$ cat config.mk
export PLATFORM = sky130hd
export DESIGN_NAME = log2_wrapper
export DESIGN_NICKNAME = d
export VERILOG_FILES = /design/src/rtl/log2_wrapper.sv
export SDC_FILE = /design/constraint.sdc
export NUM_CORES = 1
export LEC_CHECK = 0
export ABC_AREA = 1
export ABC_CLOCK_PERIOD_IN_PS = 2400
export CAP_MARGIN = 10
export CORE_ASPECT_RATIO = 0.9
export CORE_MARGIN = 2
export CORE_UTILIZATION = 58
export DETAILED_ROUTE_END_ITERATION = 12
export PLACE_DENSITY = 0.81
export SLEW_MARGIN = 10
export SYNTH_ARGS = -nofsm -noshare
export SYNTH_HDL_FRONTEND = slang
export SYNTH_SLANG_ARGS = --single-unit
export TNS_END_PERCENT = 10
$ cat constraint.sdc
create_clock -name clock -period 2.4 [get_ports clock]
set_input_delay 0.6 -clock clock [delete_from_list [all_inputs] [get_ports clock]]
set_output_delay 0.6 -clock clock [all_outputs]
set_load 0.05 [all_outputs]
$ cat src/rtl/log2_wrapper.sv
// rtl/log2_wrapper.sv - streaming 8-bit log2 encoder with credit-tracked output FIFO
// Optional LOG2_WRAPPER_STATS_EN adds saturating accept/stall counters.
module log2_wrapper #(
  parameter int FIFO_DEPTH = 4,
  parameter int LATENCY    = 2
) (
  input  logic        clock,
  input  logic        reset,
  input  logic [7:0]  bin_in,
  input  logic        ivalid,
  output logic        oready,
  output logic [7:0]  bin_out,
  output logic        bin_zero,
  output logic        ovalid,
  input  logic        iready
`ifdef LOG2_WRAPPER_STATS_EN
  ,
  output logic [31:0] stat_accepted,
  output logic [31:0] stat_stalled
`endif
);

  localparam int PTR_W = $clog2(FIFO_DEPTH);
  localparam int CNT_W = PTR_W + 1;
  localparam int CRD_W = $clog2(FIFO_DEPTH + LATENCY + 1);

  logic             accept;
  logic             push;
  logic             pop;
  logic [2:0]       lead;
  logic [7:0]       norm;

  logic             s1_v_q;
  logic [2:0]       s1_lead_q;
  logic [7:0]       s1_norm_q;
  logic             s2_v_q;
  logic [8:0]       s2_data_q;

  logic [8:0]       mem_q [FIFO_DEPTH];
  logic [PTR_W-1:0] rd_ptr_q, rd_ptr_d;
  logic [PTR_W-1:0] wr_ptr_q, wr_ptr_d;
  logic [CNT_W-1:0] count_q, count_d;
  logic [8:0]       head_q, head_d;
  logic             ovalid_q, ovalid_d;
  logic [CRD_W-1:0] credits;

  assign accept  = ivalid & oready;
  assign push    = s2_v_q;
  assign pop     = ovalid_q & iready;
  assign credits = CRD_W'(s1_v_q) + CRD_W'(s2_v_q) + CRD_W'(count_q);
  assign oready  = (credits < CRD_W'(FIFO_DEPTH));

  // Normalise so the leading one lands on bit 7; zero input stays all-zero.
  always_comb begin
    lead = 3'd0;
    for (int i = 0; i < 8; i++) begin
      if (bin_in[i]) lead = 3'(i);
    end
    norm = bin_in << (3'd7 - lead);
  end

  always_ff @(posedge clock or posedge reset) begin
    if (reset) begin
      s1_v_q    <= 1'b0;
      s1_lead_q <= 3'd0;
      s1_norm_q <= 8'd0;
      s2_v_q    <= 1'b0;
      s2_data_q <= 9'd0;
    end else begin
      s1_v_q <= accept;
      if (accept) begin
        s1_lead_q <= lead;
        s1_norm_q <= norm;
      end
      s2_v_q <= s1_v_q;
      if (s1_v_q) s2_data_q <= {~s1_norm_q[7], s1_lead_q, s1_norm_q[6:2]};
    end
  end

  always_ff @(posedge clock) begin
    if (push) mem_q[wr_ptr_q] <= s2_data_q;
  end

  // Head register holds the last popped entry while the FIFO is empty.
  always_comb begin
    rd_ptr_d = pop  ? rd_ptr_q + 1'b1 : rd_ptr_q;
    wr_ptr_d = push ? wr_ptr_q + 1'b1 : wr_ptr_q;
    count_d  = count_q + CNT_W'(push) - CNT_W'(pop);
    ovalid_d = (count_d != '0);
    head_d   = head_q;
    if (ovalid_d) begin
      if (push && (rd_ptr_d == wr_ptr_q)) head_d = s2_data_q;
      else                                head_d = mem_q[rd_ptr_d];
    end
  end

  always_ff @(posedge clock or posedge reset) begin
    if (reset) begin
      rd_ptr_q <= '0;
      wr_ptr_q <= '0;
      count_q  <= '0;
      head_q   <= 9'd0;
      ovalid_q <= 1'b0;
    end else begin
      rd_ptr_q <= rd_ptr_d;
      wr_ptr_q <= wr_ptr_d;
      count_q  <= count_d;
      head_q   <= head_d;
      ovalid_q <= ovalid_d;
    end
  end

  assign ovalid   = ovalid_q;
  assign bin_out  = head_q[7:0];
  assign bin_zero = head_q[8];

  a_no_overflow : assert property (@(posedge clock) disable iff (reset)
    !(push && (count_q == CNT_W'(FIFO_DEPTH)) && !pop));

`ifdef LOG2_WRAPPER_STATS_EN
  logic [31:0] acc_q, acc_d;
  logic [31:0] stall_q, stall_d;

  always_comb begin
    acc_d   = acc_q;
    stall_d = stall_q;
    if (accept && (acc_q != 32'hFFFF_FFFF)) acc_d = acc_q + 32'd1;
    if (ivalid && !oready && (stall_q != 32'hFFFF_FFFF)) stall_d = stall_q + 32'd1;
  end

  always_ff @(posedge clock or posedge reset) begin
    if (reset) begin
      acc_q   <= 32'd0;
      stall_q <= 32'd0;
    end else begin
      acc_q   <= acc_d;
      stall_q <= stall_d;
    end
  end

  assign stat_accepted = acc_q;
  assign stat_stalled  = stall_q;
`endif

endmodule

## Word-level counts from Yosys, hierarchy flattened

Memories as Yosys holds them, arrays and structs flattened. A register that Yosys moved wholly into a read port is not among the register bits.
Index checks and enable logic that the tools add are counted.

- Word-level logic and storage cells: 33
- Memories kept: 1
- Output and inout port bits: 11
- Input bits: 12
- Flip-flop bits (word level): 30
- RAM bits: 36

Memories:

| memory | depth | bits a word | read ports | clocked after memory_dff | write ports | line | source |
|---|---|---|---|---|---|---|---|
| mem_q | 4 | 9 | 1 | 1 | 1 | 39 | `logic [8:0] mem_q [FIFO_DEPTH];` |

- Order comparisons: 1
- Shift-type cells: 1
- Reduce and logical (&&, ||, !) cells: 1
- Mux-type cells: 10
- $add $sub $neg: 7
- Bitwise operators: 3

Operators with widths:

| kind | number |
|---|---|
| 2-to-1 mux 3 bit | 6 |
| << shifter 8 x 3 -> 8 bit | 1 |
| adder 2 x 1 -> 2 bit (second input constant) | 2 |
| adder 2 x 3 -> 3 bit | 1 |
| adder 3 x 1 -> 3 bit | 1 |
| < comparator 3 bit (second input constant) | 1 |
| 2-to-1 mux 1 bit | 3 |
| nonzero test 3 bit | 1 |
| subtractor 3 x 1 -> 3 bit | 1 |
| subtractor 3 bit (first input constant) | 1 |
| adder 1 x 1 -> 2 bit | 1 |
| AND 1 bit | 2 |
| 2-to-1 mux 2 bit | 1 |
| NOT 1 bit | 1 |

## Depth between registers and ports, before layout

- Depth in word-level cells: 9
- Gate-level depth with buffers: 13
- Gate-level depth less buffers: 13

## Worst setup path before layout

OpenSTA, ideal clock, no wires.

- Kind: flip-flop to flip-flop
- Start: register ovalid_q (netlist: ovalid)
- End: register head_q[0] (read register of mem_q)
- Required time: 2.282 ns
- Path buffers: 1
- Period minus slack after synthesis: 2.422 ns
- Slack: -0.022 ns
- Cell stages (with the launch flop): 14
- Setup time: 0.118 ns
- Data arrival time: 2.304 ns
- Cell sequence: dfrtp_1 nand2_2 clkinv_2 ha_1 inv_1 ha_1 inv_1 fa_1 xor2_1 xnor2_1 nand2_1 buf_2 nand3_1 nand2_1

- Word-level cells in the longest chain between the ends: 3
- Elaborated cells on any way between the ends: 4
- Those cells by class: add/sub (1); mux (1); bitwise (1); reduce/logical (1)

RTL lines:

| item | line | source |
|---|---|---|
| from (decl) | 44 | `logic ovalid_q, ovalid_d;` |
| from (signal assigned) | 109 | `ovalid_q <= ovalid_d;` |
| AND 1 bit | 49 | `assign pop = ovalid_q & iready;` |
| subtractor 3 x 1 -> 3 bit | 88 | `count_d = count_q + CNT_W'(push) - CNT_W'(pop);` |
| nonzero test 3 bit | 89 | `ovalid_d = (count_d != '0);` |
| net ovalid_d | 44 |  |
| to (decl) | 43 | `logic [8:0] head_q, head_d;` |

The timed path passes the listed nets, and every way through them passes these cells.
A chain may end at the register's enable or synchronous reset.

## Final worst setup path

- Start: input port iready
- End: register count_q[2]

- Word-level cells in the longest chain between the ends: 2

RTL lines:

| item | line | source |
|---|---|---|
| from (decl) | 15 | `input logic iready` |
| AND 1 bit | 49 |  |
| subtractor 3 x 1 -> 3 bit | 88 |  |
| net count_d[2] | 42 | `logic [CNT_W-1:0] count_q, count_d;` |
| to (signal assigned) | 107 | `count_q <= count_d;` |
| to (decl) | 42 |  |

The timed path passes the listed nets, and every way through them passes these cells.

==> impl_results.html <==
<table>
<tr><th>Metric</th><th>Value</th></tr>
<tr><th colspan="2">Die</th></tr>
<tr><td>Initial core utilization</td><td>59.4%</td></tr>
<tr><td>DIE HEIGHT</td><td>76.1 um</td></tr>
<tr><td>Total number of placement rows</td><td>26</td></tr>
<tr><td>I/O pin cnt</td><td>23</td></tr>
<tr><td>Width of the die</td><td>84.1 um</td></tr>
<tr><td>Floorplan die area</td><td>6390 um2</td></tr>
<tr><td>Std-Cell Core Area</td><td>5630 um2</td></tr>
<tr><th colspan="2">Cells and area</th></tr>
<tr><td>Area of the multi-input gates</td><td>1150 um2</td></tr>
<tr><td>Layout cell share with drive strength beyond 1</td><td>13.2%</td></tr>
<tr><td>Count of antenna diodes in the layout</td><td>0</td></tr>
<tr><td>Fill cell instance count of the final layout</td><td>431</td></tr>
<tr><td>Area taken by flip-flops and latches</td><td>2010 um2</td></tr>
<tr><td>Net count reported at finish</td><td>416</td></tr>
<tr><td>Area delta synth-&gt;final</td><td>18.0%</td></tr>
<tr><th colspan="2">Yosys</th></tr>
<tr><td>Post-synth EDFFs</td><td>36</td></tr>
<tr><td>Share of the yosys chip area belonging to registers</td><td>60.0%</td></tr>
<tr><td>Share of Yosys cell area claimed by the top area cell type</td><td>32.3%</td></tr>
<tr><td>Cell area after technology mapping</td><td>3350 um2</td></tr>
<tr><td>Unique masters post-synth</td><td>29</td></tr>
<tr><td>Top cells by area, synth</td><td>edfxtp_1, dfrtp_1, nand2_1, nand3_1, inv_1</td></tr>
<tr><td>Post-Syn Instances</td><td>355</td></tr>
<tr><td>Library cell with the largest summed area after synthesis</td><td>edfxtp_1</td></tr>
<tr><td>Warnings from Yosys</td><td>0</td></tr>
<tr><td>Primary flip-flop cell chosen by synthesis mapping</td><td>dfrtp_1</td></tr>
<tr><td>Flop and latch count out of synthesis</td><td>73</td></tr>
<tr><td>Syn Area/Cell</td><td>9.42 um2</td></tr>
<tr><td>Net Count, Synth</td><td>375</td></tr>
<tr><td>Share of flip-flops with an asynchronous set or reset after synthesis</td><td>50.7%</td></tr>
<tr><th colspan="2">Timing</th></tr>
<tr><td>Achievable clock frequency</td><td>0.429 GHz</td></tr>
<tr><td>Final worst-path setup slack</td><td>0.0709 ns</td></tr>
<tr><td>Worst relative slew slack</td><td>65.3%</td></tr>
<tr><td>Number of max-slew violations in the final report</td><td>0</td></tr>
<tr><td>Tightest Pin Transition</td><td>0.519 ns</td></tr>
<tr><td>Final critical-path required period</td><td>2.33 ns</td></tr>
<tr><td>Finish-stage setup viols</td><td>0</td></tr>
<tr><td>Final period utilization</td><td>97.0%</td></tr>
<tr><td>Clock tree skew after final layout</td><td>0.00530 ns</td></tr>
<tr><td>Post-Route Hold Slack</td><td>0.444 ns</td></tr>
<tr><td>Number of hold-slack violations in the final timing report</td><td>0</td></tr>
<tr><th colspan="2">Setup path</th></tr>
<tr><td>Cell occurring most often along the worst timing path</td><td>buf_4</td></tr>
<tr><td>Cells along the critical path</td><td>clkdlybuf4s15_1 &gt; nand2_2 &gt; inv_4 &gt; ha_1 &gt; inv_1 &gt; ha_2 &gt; inv_2 &gt; fa_2 &gt; xor2_2 &gt; xnor2_2 &gt; buf_4 &gt; buf_4 &gt; buf_4 &gt; buf_4 &gt; inv_2</td></tr>
<tr><td>Critical-path top delay cell</td><td>fa_2</td></tr>
<tr><td>Worst setup path class</td><td>primary input to flip-flop</td></tr>
<tr><td>Largest stage delay on the critical path</td><td>0.34 ns</td></tr>
<tr><td>Required arrival time at the worst endpoint</td><td>2.69 ns</td></tr>
<tr><td>Critical path peak fanout</td><td>2</td></tr>
<tr><td>Type of destination of the critical path</td><td>flip-flop</td></tr>
<tr><td>Crit path DAT</td><td>2.62 ns</td></tr>
<tr><td>Element type at the critical path start</td><td>primary input</td></tr>
<tr><th colspan="2">Clock tree</th></tr>
<tr><td>Number of buffers inserted by hold repair at cts</td><td>0</td></tr>
<tr><td>Clock buffer depth</td><td>2</td></tr>
<tr><td>Clock latency of the later-clocked register in the worst-skew pair</td><td>0.35 ns</td></tr>
<tr><td># H-tree levels</td><td>3</td></tr>
<tr><td>CTS Buf Count</td><td>9</td></tr>
<tr><td>Total clock sinks</td><td>73</td></tr>
<tr><td>Root Buffer</td><td>clkbuf_8</td></tr>
<tr><td>CTS tree</td><td>done</td></tr>
<tr><td>Clock-pin slew on the worst setup and hold paths</td><td>0.07 ns</td></tr>
<tr><th colspan="2">Global routing</th></tr>
<tr><td>Number of global-route vias before repair</td><td>2392</td></tr>
<tr><td>Total congestion overflow</td><td>0</td></tr>
<tr><td>All-layer global routing usage</td><td>22.5%</td></tr>
<tr><td>Wire length of the first global-routing pass</td><td>11100 um</td></tr>
<tr><td>Pin count of the biggest net entering global routing</td><td>38</td></tr>
<tr><td>Initial antenna violation count</td><td>0</td></tr>
<tr><th colspan="2">Detailed routing</th></tr>
<tr><td>Highest metal layer with signal wires</td><td>met4</td></tr>
<tr><td>Via total after detailed routing</td><td>2469</td></tr>
<tr><td>Via-to-Cell Ratio</td><td>5.24</td></tr>
<tr><td>Iter 0 DRT Violations</td><td>113</td></tr>
<tr><td>Drc violations</td><td>0</td></tr>
<tr><td>Met1 Routed Length</td><td>2670 um</td></tr>
<tr><td>WL per Instance</td><td>14.2 um</td></tr>
<tr><td>Remaining antenna violation count after routing</td><td>0</td></tr>
<tr><td>Detail Route met2 WL</td><td>3500 um</td></tr>
<tr><td>Sum of routed wire length over all layers</td><td>6700 um</td></tr>
<tr><td>DRT Pass-1 Iters</td><td>4</td></tr>
<tr><td>Routed wl met3</td><td>408 um</td></tr>
<tr><th colspan="2">Place</th></tr>
<tr><td>Setup slack after placement</td><td>-0.593 ns</td></tr>
<tr><td>Post-detail-place hpwl</td><td>4590 um</td></tr>
<tr><td>Final estimated routing congestion in global placement</td><td>0.856</td></tr>
<tr><td>IO buf count</td><td>22</td></tr>
<tr><th colspan="2">Pwr</th></tr>
<tr><td>Peak supply drop</td><td>996 uV</td></tr>
<tr><td>Total power per unit cell area</td><td>1500 nW/um2</td></tr>
<tr><td>Leakage power</td><td>1.86 nW</td></tr>
<tr><th colspan="2">Hold path</th></tr>
<tr><td>HP Class</td><td>flip-flop to flip-flop</td></tr>
<tr><th colspan="2">Run</th></tr>
<tr><td>Maximum capacitance violations</td><td>0</td></tr>
<tr><th colspan="2">Outcome</th></tr>
<tr><td>Result of the run</td><td>finished, final reports clean</td></tr>
</table>
## where the power goes
part	total, mW	switching (mW)	internal (mW)
sequential	2.18	0.320	1.85
clock	0.910	0.438	0.473
combinational	2.84	1.76	1.08
total	5.93	2.52	3.41
## layout make-up
class                   instances  area share [%]
flip-flops and latches         73            50.9
multi-input cells             235            29.2
repair buffers                 39            9.25
inverters                      38            3.80
clock buffers                  10            3.23
well taps                      70            2.22
clock inverters                 6            1.49
## worst paths after layout
path	start	to	slack (ns)	cells after the start
min in group asynchronous	reset	push	0.66	3
max	iready	count_q[2]	0.07	15
min	s1_norm_q[7]	s2_data_q[8]	0.44	1
min reg2reg	s1_norm_q[7]	s2_data_q[8]	0.44	1
max reg2reg	ovalid	count_q[2]	0.08	14
max in group asynchronous	reset	ovalid	1.40	3
## cell usage after synthesis (3+ instances only)
library cell	number
nand3_1	58
nand2_2	4
nand2_1	130
o21ai_0	14
dfrtp_1	37
nor2_1	8
ha_1	7
edfxtp_1	36
buf_6	3
inv_1	34
## registers in the layout (all words and copies together) (netlist names)
name / count
count_q: 3
head_q: 9
mem_q: 36
ovalid: 1
push: 1
rd_ptr_q: 2
s1_lead_q: 3
s1_norm_q: 6
s1_v_q: 1
s2_data_q: 9
wr_ptr_q: 2
## kinds of logic (layout without fill, tap and decap cells)
logic type               count (synthesis)  after routing  synth area share, %
AND/OR/NAND/NOR                        206            206                 26.9
flip-flops                              73             73                 60.0
buffers and inverters                   47             93                 6.28
AO/OA/AOI/OAI                           18             18                 2.84
adder cells (fa/ha/maj)                  8              8                 3.22
XOR/XNOR                                 3              3                0.785
## worst max-delay path, delay by kind of cell
kind / cells / cell delay [ns]
buffers and inverters: 9 / 0.86
AND/OR/NAND/NOR: 1 / 0.09
adder cells (fa/ha/maj): 3 / 0.77
XOR/XNOR: 2 / 0.31
## layer usage
| metal | vias to the layer above | GRT usage, % |
|---|---|---|
| met3 | 11 | 5.85 |
| met2 | 67 | 38.2 |
| met5 | - | 0 |
| li1 | 1234 | - |
| met1 | 1157 | 28.1 |
| met4 | 0 | 7.58 |
## placed cells by master (no fill, tap or decap), types with 2 or more instances in the layout
| master | n |
|---|---|
| buf_4 | 15 |
| buf_6 | 2 |
| clkbuf_8 | 9 |
| clkdlybuf4s50_1 | 20 |
| clkinv_2 | 2 |
| clkinvlp_4 | 2 |
| dfrtp_1 | 36 |
| edfxtp_1 | 36 |
| ha_1 | 6 |
| inv_1 | 32 |
| inv_2 | 4 |
| nand2_1 | 129 |
| nand2_2 | 5 |
| nand3_1 | 58 |
| nor2_1 | 8 |
| o21ai_0 | 14 |
## per-stage QoR
| step | utilization, % | total power [mW] | instance area (um2) | setup TNS, ns | std cells |
|---|---|---|---|---|---|
| 2_1_floorplan | - | 3.87 | 3350 | 0 | 355 |
| 3_3_place_gp | 65.3 | 4.55 | 3670 | -4.89 | 448 |
| 3_5_place_dp | 65.3 | 4.69 | 3670 | -6.05 | 448 |
| 4_1_cts | 69.5 | 5.75 | 3910 | 0 | 469 |
| 5_1_grt | 70.2 | 6.33 | 3950 | -0.00438 | 471 |
| 6_report | 70.2 | 5.93 | 3950 | 0 | 471 |
## repair_timing
item,4_1_cts,5_1_grt
buffers inserted,6,1
hold endpoints to repair,0,0
endpoints found under the setup margin,10,10
gates cloned,0,1
resized for setup,7,8
pin swaps,4,4
(Power assumes the default switching activity.)
